===== src/rtl/imem_if.sv =====
// Instruction-memory bus: single-outstanding req/ack read channel.
// Handshake: the master raises imem_req with imem_addr and holds both steady
// until the slave returns imem_ack with imem_rdata in the same cycle; the
// request completes on that edge and is never withdrawn before its ack.
interface imem_if;
    logic        imem_req;
    logic [15:0] imem_addr;
    logic        imem_ack;
    logic [15:0] imem_rdata;

    modport master (output imem_req, output imem_addr, input imem_ack, input imem_rdata);
    modport slave  (input imem_req, input imem_addr, output imem_ack, output imem_rdata);
endinterface


===== src/rtl/fetch_unit.sv =====
// Instruction fetch stage: issues sequential word reads, feeds the IF/ID
// register, parks one instruction across a stall and discards in-flight
// data on a redirect.
module fetch_unit #(
    parameter logic [15:0] RESET_PC  = 16'h0000,
    parameter logic [15:0] NOP_INSTR = 16'h0000
) (
    input  logic        clk,
    input  logic        reset,
    imem_if.master      imem,
    input  logic        stall,
    input  logic        redirect,
    input  logic [15:0] redirect_pc,
    output logic [15:0] if_id_pc,
    output logic [15:0] if_id_instr,
    output logic        if_id_valid,
    output logic [1:0]  dbg_state
);
    localparam logic [1:0] ST_IDLE = 2'd0;
    localparam logic [1:0] ST_REQ  = 2'd1;
    localparam logic [1:0] ST_HOLD = 2'd2;
    localparam logic [1:0] ST_DROP = 2'd3;

    logic [1:0]  state_q, state_d;
    logic        req_q, req_d;
    logic [15:0] addr_q, addr_d;
    logic [15:0] pend_q, pend_d;         // redirect target waiting for the in-flight ack
    logic [15:0] hold_pc_q, hold_pc_d;   // one-entry buffer, full exactly while in HOLD
    logic [15:0] hold_instr_q, hold_instr_d;
    logic [15:0] pc_q, pc_d;
    logic [15:0] instr_q, instr_d;
    logic        valid_q, valid_d;

    logic        load_new;
    logic [15:0] new_pc;
    logic [15:0] new_instr;

    // Fetch sequencing: next request address/state and the instruction ready for IF/ID
    always_comb begin
        state_d      = state_q;
        req_d        = req_q;
        addr_d       = addr_q;
        pend_d       = pend_q;
        hold_pc_d    = hold_pc_q;
        hold_instr_d = hold_instr_q;
        load_new     = 1'b0;
        new_pc       = addr_q;
        new_instr    = imem.imem_rdata;
        case (state_q)
            ST_IDLE: begin
                state_d = ST_REQ;
                req_d   = 1'b1;
                addr_d  = redirect ? redirect_pc : RESET_PC;
            end
            ST_REQ: begin
                if (redirect && imem.imem_ack) begin
                    addr_d = redirect_pc;
                end else if (redirect) begin
                    pend_d  = redirect_pc;
                    state_d = ST_DROP;
                end else if (imem.imem_ack && !stall) begin
                    load_new = 1'b1;
                    addr_d   = addr_q + 16'd1;
                end else if (imem.imem_ack) begin
                    hold_pc_d    = addr_q;
                    hold_instr_d = imem.imem_rdata;
                    addr_d       = addr_q + 16'd1;
                    req_d        = 1'b0;
                    state_d      = ST_HOLD;
                end
            end
            ST_HOLD: begin
                if (redirect) begin
                    addr_d  = redirect_pc;
                    req_d   = 1'b1;
                    state_d = ST_REQ;
                end else if (!stall) begin
                    load_new  = 1'b1;
                    new_pc    = hold_pc_q;
                    new_instr = hold_instr_q;
                    req_d     = 1'b1;
                    state_d   = ST_REQ;
                end
            end
            default: begin
                // Request stays up with the old address; only the target moves.
                if (redirect) pend_d = redirect_pc;
                if (imem.imem_ack) begin
                    addr_d  = redirect ? redirect_pc : pend_q;
                    state_d = ST_REQ;
                end
            end
        endcase
    end

    // IF/ID register: redirect flush beats stall hold beats load beats bubble
    always_comb begin
        pc_d    = pc_q;
        instr_d = instr_q;
        valid_d = valid_q;
        if (redirect) begin
            instr_d = NOP_INSTR;
            valid_d = 1'b0;
        end else if (!stall) begin
            if (load_new) begin
                pc_d    = new_pc;
                instr_d = new_instr;
                valid_d = 1'b1;
            end else begin
                instr_d = NOP_INSTR;
                valid_d = 1'b0;
            end
        end
    end

    // State registers with synchronous reset; a late ack in the reset cycle is ignored
    always_ff @(posedge clk) begin
        if (reset) begin
            state_q      <= ST_IDLE;
            req_q        <= 1'b0;
            addr_q       <= RESET_PC;
            pend_q       <= RESET_PC;
            hold_pc_q    <= 16'h0000;
            hold_instr_q <= NOP_INSTR;
            pc_q         <= 16'h0000;
            instr_q      <= NOP_INSTR;
            valid_q      <= 1'b0;
        end else begin
            state_q      <= state_d;
            req_q        <= req_d;
            addr_q       <= addr_d;
            pend_q       <= pend_d;
            hold_pc_q    <= hold_pc_d;
            hold_instr_q <= hold_instr_d;
            pc_q         <= pc_d;
            instr_q      <= instr_d;
            valid_q      <= valid_d;
        end
    end

    assign imem.imem_req  = req_q;
    assign imem.imem_addr = addr_q;
    assign if_id_pc       = pc_q;
    assign if_id_instr    = instr_q;
    assign if_id_valid    = valid_q;
    assign dbg_state      = state_q;
endmodule


===== src/flat_wrapper.sv =====
// flat-port wrapper written by rule: the top's interface ports become plain ports
module fetch_unit_flat 
#(
    parameter logic [15:0] RESET_PC  = 16'h0000,
    parameter logic [15:0] NOP_INSTR = 16'h0000
)
  (clk, reset, stall, redirect, redirect_pc, if_id_pc, if_id_instr, if_id_valid, dbg_state, imem_imem_req, imem_imem_addr, imem_imem_ack, imem_imem_rdata);
  imem_if imem_i ();
  input  logic clk;
  input  logic reset;
  input  logic stall;
  input  logic redirect;
  input  logic [15:0] redirect_pc;
  output logic [15:0] if_id_pc;
  output logic [15:0] if_id_instr;
  output logic if_id_valid;
  output logic [1:0] dbg_state;
  output wire logic [$bits(imem_i.imem_req)-1:0] imem_imem_req;
  output wire logic [$bits(imem_i.imem_addr)-1:0] imem_imem_addr;
  input wire logic [$bits(imem_i.imem_ack)-1:0] imem_imem_ack;
  input wire logic [$bits(imem_i.imem_rdata)-1:0] imem_imem_rdata;
  assign imem_imem_req = imem_i.imem_req;
  assign imem_imem_addr = imem_i.imem_addr;
  assign imem_i.imem_ack = imem_imem_ack;
  assign imem_i.imem_rdata = imem_imem_rdata;
  fetch_unit #(.RESET_PC(RESET_PC), .NOP_INSTR(NOP_INSTR)) u_core (.clk(clk), .reset(reset), .imem(imem_i), .stall(stall), .redirect(redirect), .redirect_pc(redirect_pc), .if_id_pc(if_id_pc), .if_id_instr(if_id_instr), .if_id_valid(if_id_valid), .dbg_state(dbg_state));
endmodule

===== config.mk =====
export PLATFORM = sky130hd
export DESIGN_NAME = fetch_unit_flat
export DESIGN_NICKNAME = d
export VERILOG_FILES = /design/src/rtl/imem_if.sv /design/src/rtl/fetch_unit.sv /design/src/flat_wrapper.sv
export SDC_FILE = /design/constraint.sdc
export NUM_CORES = 1
export LEC_CHECK = 0
export BUFFER_PORTS_ARGS = -buffer_cell sky130_fd_sc_hd__buf_2
export CAP_MARGIN = 20
export CORE_MARGIN = 1
export CORE_UTILIZATION = 50
export DETAILED_ROUTE_END_ITERATION = 8
export GPL_TIMING_DRIVEN = 0
export PLACE_DENSITY = 0.83
export SYNTH_ARGS = -nofsm -noshare
export SYNTH_HDL_FRONTEND = slang
export SYNTH_SLANG_ARGS = --single-unit

===== constraint.sdc =====
create_clock -name clk -period 1.95 [get_ports clk]
set_input_delay 0.195 -clock clk [delete_from_list [all_inputs] [get_ports clk]]
set_output_delay 0.195 -clock clk [all_outputs]
set_load 0.02 [all_outputs]

==> reports/qor.txt <==
Status: finished clean
Unique masters post-synth: 46
Max cap viols: 0
Hold Crit Class: in -> reg
Initial Util: 0.517
Synth Instances: 559
Post-synth EDFFs: 0
PnR worst setup slack: 53.3 ps
DR iter-0 viols: 329
Post-Syn Nets: 601
Grt total ovfl: 0
Initial antenna violation count: 0
Avg Cell Area, Syn: 8.58 sq um
Routed WL: 13.3 mm
DRT Pass-1 Iters: 6
Pleak: 2.36 nW
Die Y: 100 microns
Fin crit period: 1900 ps
# IOs: 89
Area of the multi-input gates: 2650 sq um
Required @ worst endpoint: 2230 ps
Final instance area: 5790 sq um
Mean routed wirelength per cell: 16.8 microns
Number of nets still failing antenna checks after routing: 0
Clock Tree Buf Depth: 2
PD cells: 872 nW/um^2
Crit path kind: reg -> reg
Worst setup EP type: register
Crit start category: register
First-pass GRT wire length: 20.8 mm
Vias in the first global route: 4346
Final setup violating endpoints: 0
Largest net degree at the start of global routing: 20
Worst slew margin: 0.589
FF+latch count, synth: 100
Synthesized area: 4800 sq um
Die ar.: 9990 sq um
Placed instance area: 5400 sq um
Detailed Place HPWL: 9.50 mm
Most common cell after layout, fill and taps aside: buf_2
Critical path arrival: 2170 ps
Die W: 100 microns
CP max FO: 9
Design Power: 5.05 mW
Core ar.: 9280 sq um
Avg Vias per Cell: 5.84
FP Rows: 35
Filler instances: 787
Fmax: 527 MHz
Clk_lat worst skew: 380 ps
Hold Fails Final Rpt: 0
Max-slew violations: 0
CTS H-tree depth: 3
Hold Path Depth: 3
Yosys warns: 0
Gp weighted congestion: 0.878
Area growth syn-to-layout: 20.6%
Sink Count: 100
Via Count: 4642
Worst-margin pin slew: 616 ps
Max rail drop VDD: 0.468 mV
CTS tree: built
Final Cycle Share: 0.973
Final core utilization: 0.623
PortBufs: 88
Pre-CTS WS: -248 ps
Register area: 2010 sq um
Most frequent cells in the layout: buf_2, dfxtp_1, nand2_1, a21oi_1, nor2_1
Residual DRC count: 0
Ant diodes: 0
R2R cell count: 8
Seq/Total Area, Yosys: 0.417
Gr usage total: 0.266
CTS root buffer: clkbuf_8
Synth async-reset ratio: 0
Post-route clock skew: 9.17 ps
Worst-path clk slew: 110 ps
Share of layout cells above drive strength 1: 0.282
Layout net count: 703
Main synth FF type: dfxtp_1
Total CTS buffers: 9
[cell usage after synthesis, types with 2 or more instances]
cell type    n  share of area
dfxtp_1    100           0.42
nand2_1     74          0.058
a21oi_1     65          0.068
nor2_1      61          0.048
mux2i_1     46          0.096
clkbuf_1    27          0.021
a211oi_1    25          0.039
a22oi_1     19          0.030
mux2_2      19          0.045
buf_2       17          0.018
nor3_1      16          0.017
nand3_1     11          0.011
a221oi_1     8          0.015
xor2_1       8          0.015
a221o_1      5          0.010
ha_1         5          0.013
inv_1        5         0.0039
o21ai_0      5         0.0052
a21o_1       3         0.0047
buf_4        3         0.0047
nand2b_1     3         0.0039
xnor2_1      3         0.0055
a211o_1      2         0.0037
and2_1       2         0.0026
and3_1       2         0.0026
nand4_1      2         0.0026
o31ai_1      2         0.0031
o41ai_1      2         0.0037
or2_2        2         0.0026
[flip-flops by register name, indices dropped and copies added (netlist names)]
signal,cells
u_core.hold_instr_q,16
u_core.hold_pc_q,16
u_core.if_id_instr,16
u_core.if_id_pc,16
u_core.imem.imem_addr,16
u_core.pend_q,16
u_core.dbg_state,2
u_core.if_id_valid,1
u_core.imem.imem_req,1
[final cells by class]
class,count,share of cell area
multi-input combinational,404,0.458
timing repair buffer,94,0.0841
inverter,6,0.00389
clock inverter,7,0.00995
clock buffer,9,0.0214
sequential,100,0.347
buffer,46,0.0469
tap,129,0.0279
[logic make-up (layout without fill, tap and decap cells)]
| kind of cell | after synthesis | count (layout) | synth area share |
|---|---|---|---|
| adders and majority gates | 5 | 5 | 0.0130 |
| AOI/OAI and AO/OA | 142 | 142 | 0.193 |
| buffers and inverters | 55 | 162 | 0.0514 |
| xor gates and xnor gates | 11 | 11 | 0.0201 |
| and+or+nand+nor | 181 | 181 | 0.165 |
| DFF | 100 | 100 | 0.417 |
| muxes | 65 | 65 | 0.141 |
[metrics by stage]
step	setup TNS [ps]	hold WS [ps]	std cells
2_1_floorplan	0	331	559
3_3_place_gp	-3790	438	776
3_5_place_dp	-6620	446	776
4_1_cts	-10.0	44.4	792
5_1_grt	-80.3	49.6	795
6_report	0	54.1	795
[worst max-delay path: stages (launching register included)]
cell	delay, ps
dfxtp_4	380
inv_1	80
ha_4	200
a21o_1	170
buf_2	170
a211oi_2	260
nand2_1	90
o21a_1	190
o221a_2	260
[routing by layer]
| layer | vias to the layer above | routed length (microns) | GRT usage |
|---|---|---|---|
| li1 | 2190 | - | - |
| met2 | 251 | 6390 | 0.447 |
| met1 | 2165 | 5580 | 0.334 |
| met4 | 0 | 340 | 0.107 |
| met5 | - | 0 | 0 |
| met3 | 36 | 1030 | 0.0536 |
[path summary, 6_finish.rpt]
| kind | end | start | slack [ps] |
|---|---|---|---|
| setup / recovery | u_core.imem.imem_addr[14] | u_core.dbg_state[1] | 50 |
| hold / removal | u_core.hold_instr_q[1] | imem_imem_rdata[1] | 50 |
| setup reg to reg | u_core.imem.imem_addr[14] | u_core.dbg_state[1] | 50 |
| hold reg to reg | u_core.hold_instr_q[12] | u_core.hold_instr_q[12] | 460 |
[power by group]
part | switching, mW | internal [mW] | leakage, nW | total (mW)
combinational | 0.852 | 0.595 | 1.46 | 1.45
clock | 0.785 | 0.484 | 0.0886 | 1.27
sequential | 0.159 | 2.17 | 0.813 | 2.33
total | 1.80 | 3.25 | 2.36 | 5.05
[what timing repair did]
item,4_1_cts,5_1_grt
setup endpoints to repair,73,91
pin swaps,1,7
hold buffers,0,0
gates cloned,0,1
setup buffers,2,3
gates resized for setup,22,42
(Power assumes the default switching activity.)
